**src/rtl/mem_stage_pkg.sv**
```systemverilog
// Shared encodings, state type and helpers for the split-capable MEM stage.
package mem_stage_pkg;

    localparam logic [2:0] LS_B  = 3'b000;
    localparam logic [2:0] LS_H  = 3'b001;
    localparam logic [2:0] LS_W  = 3'b010;
    localparam logic [2:0] LS_BU = 3'b100;
    localparam logic [2:0] LS_HU = 3'b101;

    typedef enum logic [2:0] {
        IDLE = 3'd0,
        REQ0 = 3'd1,
        RSP0 = 3'd2,
        REQ1 = 3'd3,
        RSP1 = 3'd4
    } state_t;

    // Access size in bytes; unused encodings behave as word accesses.
    function automatic logic [2:0] size_of(input logic [2:0] width);
        case (width)
            LS_B, LS_BU: size_of = 3'd1;
            LS_H, LS_HU: size_of = 3'd2;
            default:     size_of = 3'd4;
        endcase
    endfunction

endpackage

```
**src/rtl/mem_align_unit.sv**
```systemverilog
// Combinational lane alignment: byte mask, per-beat store data and
// load extraction with sign/zero extension over a two-word window.
module mem_align_unit
    import mem_stage_pkg::*;
(
    input  logic [1:0]  offset,
    input  logic [2:0]  width,
    input  logic [31:0] store_data,
    input  logic [31:0] rdata0,
    input  logic [31:0] rdata1,
    output logic [7:0]  mask,
    output logic [31:0] wdata0,
    output logic [31:0] wdata1,
    output logic [31:0] load_data
);

    logic [4:0]  shamt;
    logic [7:0]  base_mask;
    logic [63:0] wide_wdata;
    logic [31:0] shifted;

    always_comb begin
        shamt = {offset, 3'b000};
        case (size_of(width))
            3'd1:    base_mask = 8'h01;
            3'd2:    base_mask = 8'h03;
            default: base_mask = 8'h0F;
        endcase
        mask = base_mask << offset;

        // Upper half of the shifted store word is what spills into beat 1.
        wide_wdata = {32'h0, store_data} << shamt;
        wdata0     = wide_wdata[31:0];
        wdata1     = wide_wdata[63:32];

        shifted = 32'({rdata1, rdata0} >> shamt);
        case (width)
            LS_B:    load_data = {{24{shifted[7]}}, shifted[7:0]};
            LS_BU:   load_data = {24'h0, shifted[7:0]};
            LS_H:    load_data = {{16{shifted[15]}}, shifted[15:0]};
            LS_HU:   load_data = {16'h0, shifted[15:0]};
            default: load_data = shifted;
        endcase
    end

endmodule

```
**src/rtl/mem_stage_split.sv**
```systemverilog
// MEM stage with req/gnt/rvalid data-memory handshake, valid/ready flow
// control and optional two-beat splitting of word-crossing accesses.
module mem_stage_split
    import mem_stage_pkg::*;
#(
    parameter int ADDR_W           = 32,
    parameter bit SPLIT_MISALIGNED = 1'b1
) (
    input  logic              clk,
    input  logic              rst,
    input  logic              in_valid,
    output logic              in_ready,
    input  logic              mem_read,
    input  logic              mem_write,
    input  logic [ADDR_W-1:0] mem_address,
    input  logic [31:0]       store_data,
    input  logic [2:0]        load_width,
    input  logic [2:0]        store_width,
    input  logic [31:0]       alu_result,
    input  logic [31:0]       fp_alu_result,
    output logic              out_valid,
    input  logic              out_ready,
    output logic [31:0]       mem_load_data,
    output logic [31:0]       mem_alu_result,
    output logic [31:0]       mem_fp_result,
    output logic              misalign_exc,
    output logic              access_fault,
    output logic              dmem_req,
    output logic              dmem_we,
    output logic [ADDR_W-1:0] dmem_addr,
    output logic [31:0]       dmem_wdata,
    output logic [3:0]        dmem_wstrb,
    input  logic              dmem_gnt,
    input  logic              dmem_rvalid,
    input  logic [31:0]       dmem_rdata,
    input  logic              dmem_err
);

    state_t            state_reg, state_next;
    logic [ADDR_W-1:0] addr_reg;
    logic              we_reg;
    logic [2:0]        width_reg;
    logic [31:0]       store_data_reg;
    logic              two_beat_reg;
    logic [31:0]       rdata0_reg;
    logic              out_valid_reg, misalign_reg, fault_reg;
    logic [31:0]       load_data_reg, alu_reg, fp_reg;

    logic              accept, is_mem, crossing, exc, done;
    logic [2:0]        in_width;
    logic [ADDR_W-1:0] beat0_addr, beat1_addr;
    logic [31:0]       rdata0_sel, rdata1_sel;
    logic [7:0]        mask;
    logic [31:0]       wdata0, wdata1, ext_load;

    assign in_ready = (state_reg == IDLE) && (!out_valid_reg || out_ready);
    assign accept   = in_valid && in_ready;
    assign is_mem   = mem_read || mem_write;
    assign in_width = mem_write ? store_width : load_width;
    // For power-of-two sizes, crossing a word always implies natural misalignment.
    assign crossing = ({2'b00, mem_address[1:0]} + {1'b0, size_of(in_width)}) > 4'd4;
    assign exc      = crossing && !SPLIT_MISALIGNED;

    assign beat0_addr = {addr_reg[ADDR_W-1:2], 2'b00};
    assign beat1_addr = beat0_addr + ADDR_W'(4);
    assign rdata0_sel = (state_reg == RSP0) ? dmem_rdata : rdata0_reg;
    assign rdata1_sel = (state_reg == RSP1) ? dmem_rdata : 32'h0;

    mem_align_unit u_align (
        .offset     (addr_reg[1:0]),
        .width      (width_reg),
        .store_data (store_data_reg),
        .rdata0     (rdata0_sel),
        .rdata1     (rdata1_sel),
        .mask       (mask),
        .wdata0     (wdata0),
        .wdata1     (wdata1),
        .load_data  (ext_load)
    );

    always_comb begin
        dmem_req   = (state_reg == REQ0) || (state_reg == REQ1);
        dmem_we    = 1'b0;
        dmem_addr  = '0;
        dmem_wdata = 32'h0;
        dmem_wstrb = 4'h0;
        if (dmem_req) begin
            dmem_we   = we_reg;
            dmem_addr = (state_reg == REQ1) ? beat1_addr : beat0_addr;
            if (we_reg) begin
                dmem_wdata = (state_reg == REQ1) ? wdata1 : wdata0;
                dmem_wstrb = (state_reg == REQ1) ? mask[7:4] : mask[3:0];
            end
        end
    end

    always_comb begin
        state_next = state_reg;
        done       = 1'b0;
        case (state_reg)
            IDLE: if (accept && is_mem && !exc) state_next = REQ0;
            REQ0: if (dmem_gnt) state_next = RSP0;
            RSP0: if (dmem_rvalid) begin
                if (two_beat_reg && !dmem_err) begin
                    state_next = REQ1;
                end else begin
                    state_next = IDLE;
                    done       = 1'b1;
                end
            end
            REQ1: if (dmem_gnt) state_next = RSP1;
            RSP1: if (dmem_rvalid) begin
                state_next = IDLE;
                done       = 1'b1;
            end
            default: state_next = IDLE;
        endcase
    end

    always_ff @(posedge clk) begin
        if (rst) begin
            state_reg      <= IDLE;
            addr_reg       <= '0;
            we_reg         <= 1'b0;
            width_reg      <= 3'b000;
            store_data_reg <= 32'h0;
            two_beat_reg   <= 1'b0;
            rdata0_reg     <= 32'h0;
            out_valid_reg  <= 1'b0;
            misalign_reg   <= 1'b0;
            fault_reg      <= 1'b0;
            load_data_reg  <= 32'h0;
            alu_reg        <= 32'h0;
            fp_reg         <= 32'h0;
        end else begin
            state_reg <= state_next;
            if (state_reg == RSP0 && dmem_rvalid) rdata0_reg <= dmem_rdata;
            if (accept) begin
                addr_reg       <= mem_address;
                we_reg         <= mem_write;
                width_reg      <= in_width;
                store_data_reg <= store_data;
                two_beat_reg   <= crossing;
                alu_reg        <= alu_result;
                fp_reg         <= fp_alu_result;
                load_data_reg  <= 32'h0;
                fault_reg      <= 1'b0;
                misalign_reg   <= is_mem && exc;
                out_valid_reg  <= !is_mem || exc;
            end else if (done) begin
                out_valid_reg <= 1'b1;
                fault_reg     <= dmem_err;
                load_data_reg <= (we_reg || dmem_err) ? 32'h0 : ext_load;
            end else if (out_ready) begin
                out_valid_reg <= 1'b0;
            end
        end
    end

    assign out_valid      = out_valid_reg;
    assign mem_load_data  = load_data_reg;
    assign mem_alu_result = alu_reg;
    assign mem_fp_result  = fp_reg;
    assign misalign_exc   = misalign_reg;
    assign access_fault   = fault_reg;

endmodule

```
**config.mk**
```make
export PLATFORM = sky130hd
export DESIGN_NAME = mem_stage_split
export DESIGN_NICKNAME = d
export VERILOG_FILES = /design/src/rtl/mem_stage_pkg.sv /design/src/rtl/mem_align_unit.sv /design/src/rtl/mem_stage_split.sv
export SDC_FILE = /design/constraint.sdc
export NUM_CORES = 1
export LEC_CHECK = 0
export ABC_CLOCK_PERIOD_IN_PS = 7400
export CAP_MARGIN = 20
export CORE_ASPECT_RATIO = 0.9
export CORE_MARGIN = 5
export CORE_UTILIZATION = 25
export DETAILED_ROUTE_END_ITERATION = 6
export PLACE_DENSITY = 0.53
export SLEW_MARGIN = 20
export SYNTH_ARGS = -nofsm -noshare
export SYNTH_HDL_FRONTEND = slang
export SYNTH_HIERARCHICAL = 1
export SYNTH_SLANG_ARGS = --single-unit
```
**constraint.sdc**
```tcl
create_clock -name clk -period 7.4 [get_ports clk]
set_input_delay 1.48 -clock clk [delete_from_list [all_inputs] [get_ports clk]]
set_output_delay 1.48 -clock clk [all_outputs]
set_load 0.05 [all_outputs]
```
==> results.sh <==
export IMPL_status="completed"
export IMPL_total_power_w=0.00453
export IMPL_clock_latency_ns=0.55
export IMPL_die_w_um=231
export IMPL_io_pins=345
export IMPL_max_slew_worst_pin_slew_ns=0.988
export IMPL_rr_endpoint="mem_load_data[16]"
export IMPL_hold_buffers=0
export IMPL_top_usage_layer="met2"
export IMPL_endpoint="dmem_wstrb[1]"
export IMPL_cts_tree="built"
export IMPL_cpPeakStageDelay_ns=0.89
export IMPL_crit_chain="buf_4, inv_2, nor2_1, mux2i_1, nor2_1, clkdlybuf4s50_1"
export IMPL_arrival_ns=3.64
export IMPL_postCtsSetupBuffers=0
export IMPL_grt_met3_usage=0.0586
export IMPL_final_nets=1864
export IMPL_stdcell_area_um2=15700
export IMPL_min_period_over_period=0.691
export IMPL_gp_congestion=0.855
export IMPL_cts_sinks=202
export IMPL_powerDensity_nw_per_um2=289
export IMPL_worstSetupStartpointType="flip-flop"
export IMPL_cp_max_fo=41
export IMPL_final_layout_size_suffix_gt1_frac=0.0874
export IMPL_dr_pass1_iters=5
export IMPL_final_cell_mix="nand2_1, clkdlybuf4s50_1, a21oi_1"
export IMPL_setup_tns_ns=0
export IMPL_clockRootBuffer="clkbuf_16"
export IMPL_cts_path_max_buffers=3
export IMPL_synthCells=1414
export IMPL_routed_wl_mm=41.2
export IMPL_grt_pass1_wl_mm=62.8
export IMPL_finalHoldViolCount=0
export IMPL_reg2reg_depth=9
export IMPL_grt_pass1_vias=10700
export IMPL_initial_core_util=0.251
export IMPL_cts_repair_resized=0
export IMPL_clk_pin_slew_ns=0.06
export IMPL_rsz0062_at_grt="false"
export IMPL_grt_use_met2=0.270
export IMPL_track_usage=0.162
export IMPL_dpl_hpwl_mm=29.5
export IMPL_dpl_instance_area_um2=14700
export IMPL_yosysWarnings=6
export IMPL_peakVddDrop_mv=0.145
export IMPL_rows=73
export IMPL_final_common_cell="nand2_1"
export IMPL_antenna_found_initial=6
export IMPL_rrSetupSlack_ns=3.57
export IMPL_power_leakage_nw=5.56
export IMPL_drv_cap=0
export IMPL_syn2layout_area_growth_pct=41.9
export IMPL_drcViolationCount=0
export IMPL_die_area_um2=48500
export IMPL_worst_slack_ns=2.29
export IMPL_setup_viol=0
export IMPL_end_kind="primary output"
export IMPL_grt_overflow_total=0
export IMPL_met1_usage=0.201
export IMPL_vias=10800
export IMPL_finClkSkew_ns=0.0252
export IMPL_postRouteAntennaNets=0
export IMPL_worstSetupStartpoint="addr_reg[1]"
export IMPL_syn_area_per_cell_um2=7.80
export IMPL_max_clock_freq_ghz=0.196
export IMPL_fin_crit_ns=5.12
export IMPL_r2r_start="state_reg[1]"
export IMPL_critPathSlowestCell="clkdlybuf4s50_1"
export IMPL_numCtsBuffers=26
export IMPL_hp_class="flip-flop to flip-flop"
export IMPL_slew_headroom=0.341
export IMPL_io_buffers=341
export IMPL_cp_data_required_time_ns=5.92
export IMPL_crit_type="flip-flop to primary output"
export IMPL_coreArea_um2=43900
export IMPL_routed_via_density=4.69
export IMPL_drtIter0Drc=721
export IMPL_pre_cts_ws_ns=2.86
export IMPL_grt_max_degree=88
export IMPL_slew_violations=0
export IMPL_critPathMostFrequentCell="nor2_1"
export IMPL_synth_area_um2=11000
export IMPL_die_h_um=209
export IMPL_routedWlPerCell_um=17.9
export IMPL_h_tree_depth=1
==> worst min-delay path by stage <==
stage	start	end	slack [ns]	depth (start not counted)
2_1_floorplan	rdata0_reg[0]	rdata0_reg[0]	0.43	2
3_3_place_gp	rdata0_reg[21]	rdata0_reg[21]	0.44	2
3_5_place_dp	mem_load_data[13]	mem_load_data[13]	0.45	2
4_1_cts	mem_load_data[6]	mem_load_data[6]	0.45	2
5_1_grt	mem_load_data[11]	mem_load_data[11]	0.47	2
6_report	mem_load_data[6]	mem_load_data[6]	0.45	2
==> where the power goes <==
| group | internal (W) | switching (W) | total (W) |
|---|---|---|---|
| sequential | 0.00125 | 0.000149 | 0.00140 |
| clock | 0.000826 | 0.000517 | 0.00134 |
| combinational | 0.000630 | 0.00116 | 0.00179 |
==> area by class of cell <==
class,count,area (um^2)
fillers,4604,28300
flip-flops and latches,202,4050
multi-input cells,1080,6330
clock buffers,39,769
repair buffers,360,3560
inverters,14,52.6
clock inverters,9,149
diodes,3,7.51
well taps,600,751
==> worst max-delay path: cells and delay by family (launching register included) <==
family / cells / cell delay [ns]
and+or+nand+nor: 2 / 0.52
buffers and inverters: 3 / 1.83
muxes: 1 / 0.08
DFF: 1 / 0.63
==> per-stage QoR <==
| step | utilization | hold WS (ns) | cells |
|---|---|---|---|
| floorplan | - | 0.434 | 1424 |
| global placement | 0.335 | 0.440 | 2256 |
| detailed placement | 0.335 | 0.446 | 2256 |
| CTS | 0.356 | 0.453 | 2304 |
| global route | 0.356 | 0.468 | 2306 |
| finish | 0.357 | 0.450 | 2307 |
==> per-layer routing <==
metal	vias to the layer above	wire (um)	share of wire
met5	-	59	0.0014
li1	5286	-	-
met1	5083	17000	0.41
met3	73	3880	0.094
met2	373	19300	0.47
met4	8	1000	0.024
Note: power is estimated with default switching activity, not from simulation.
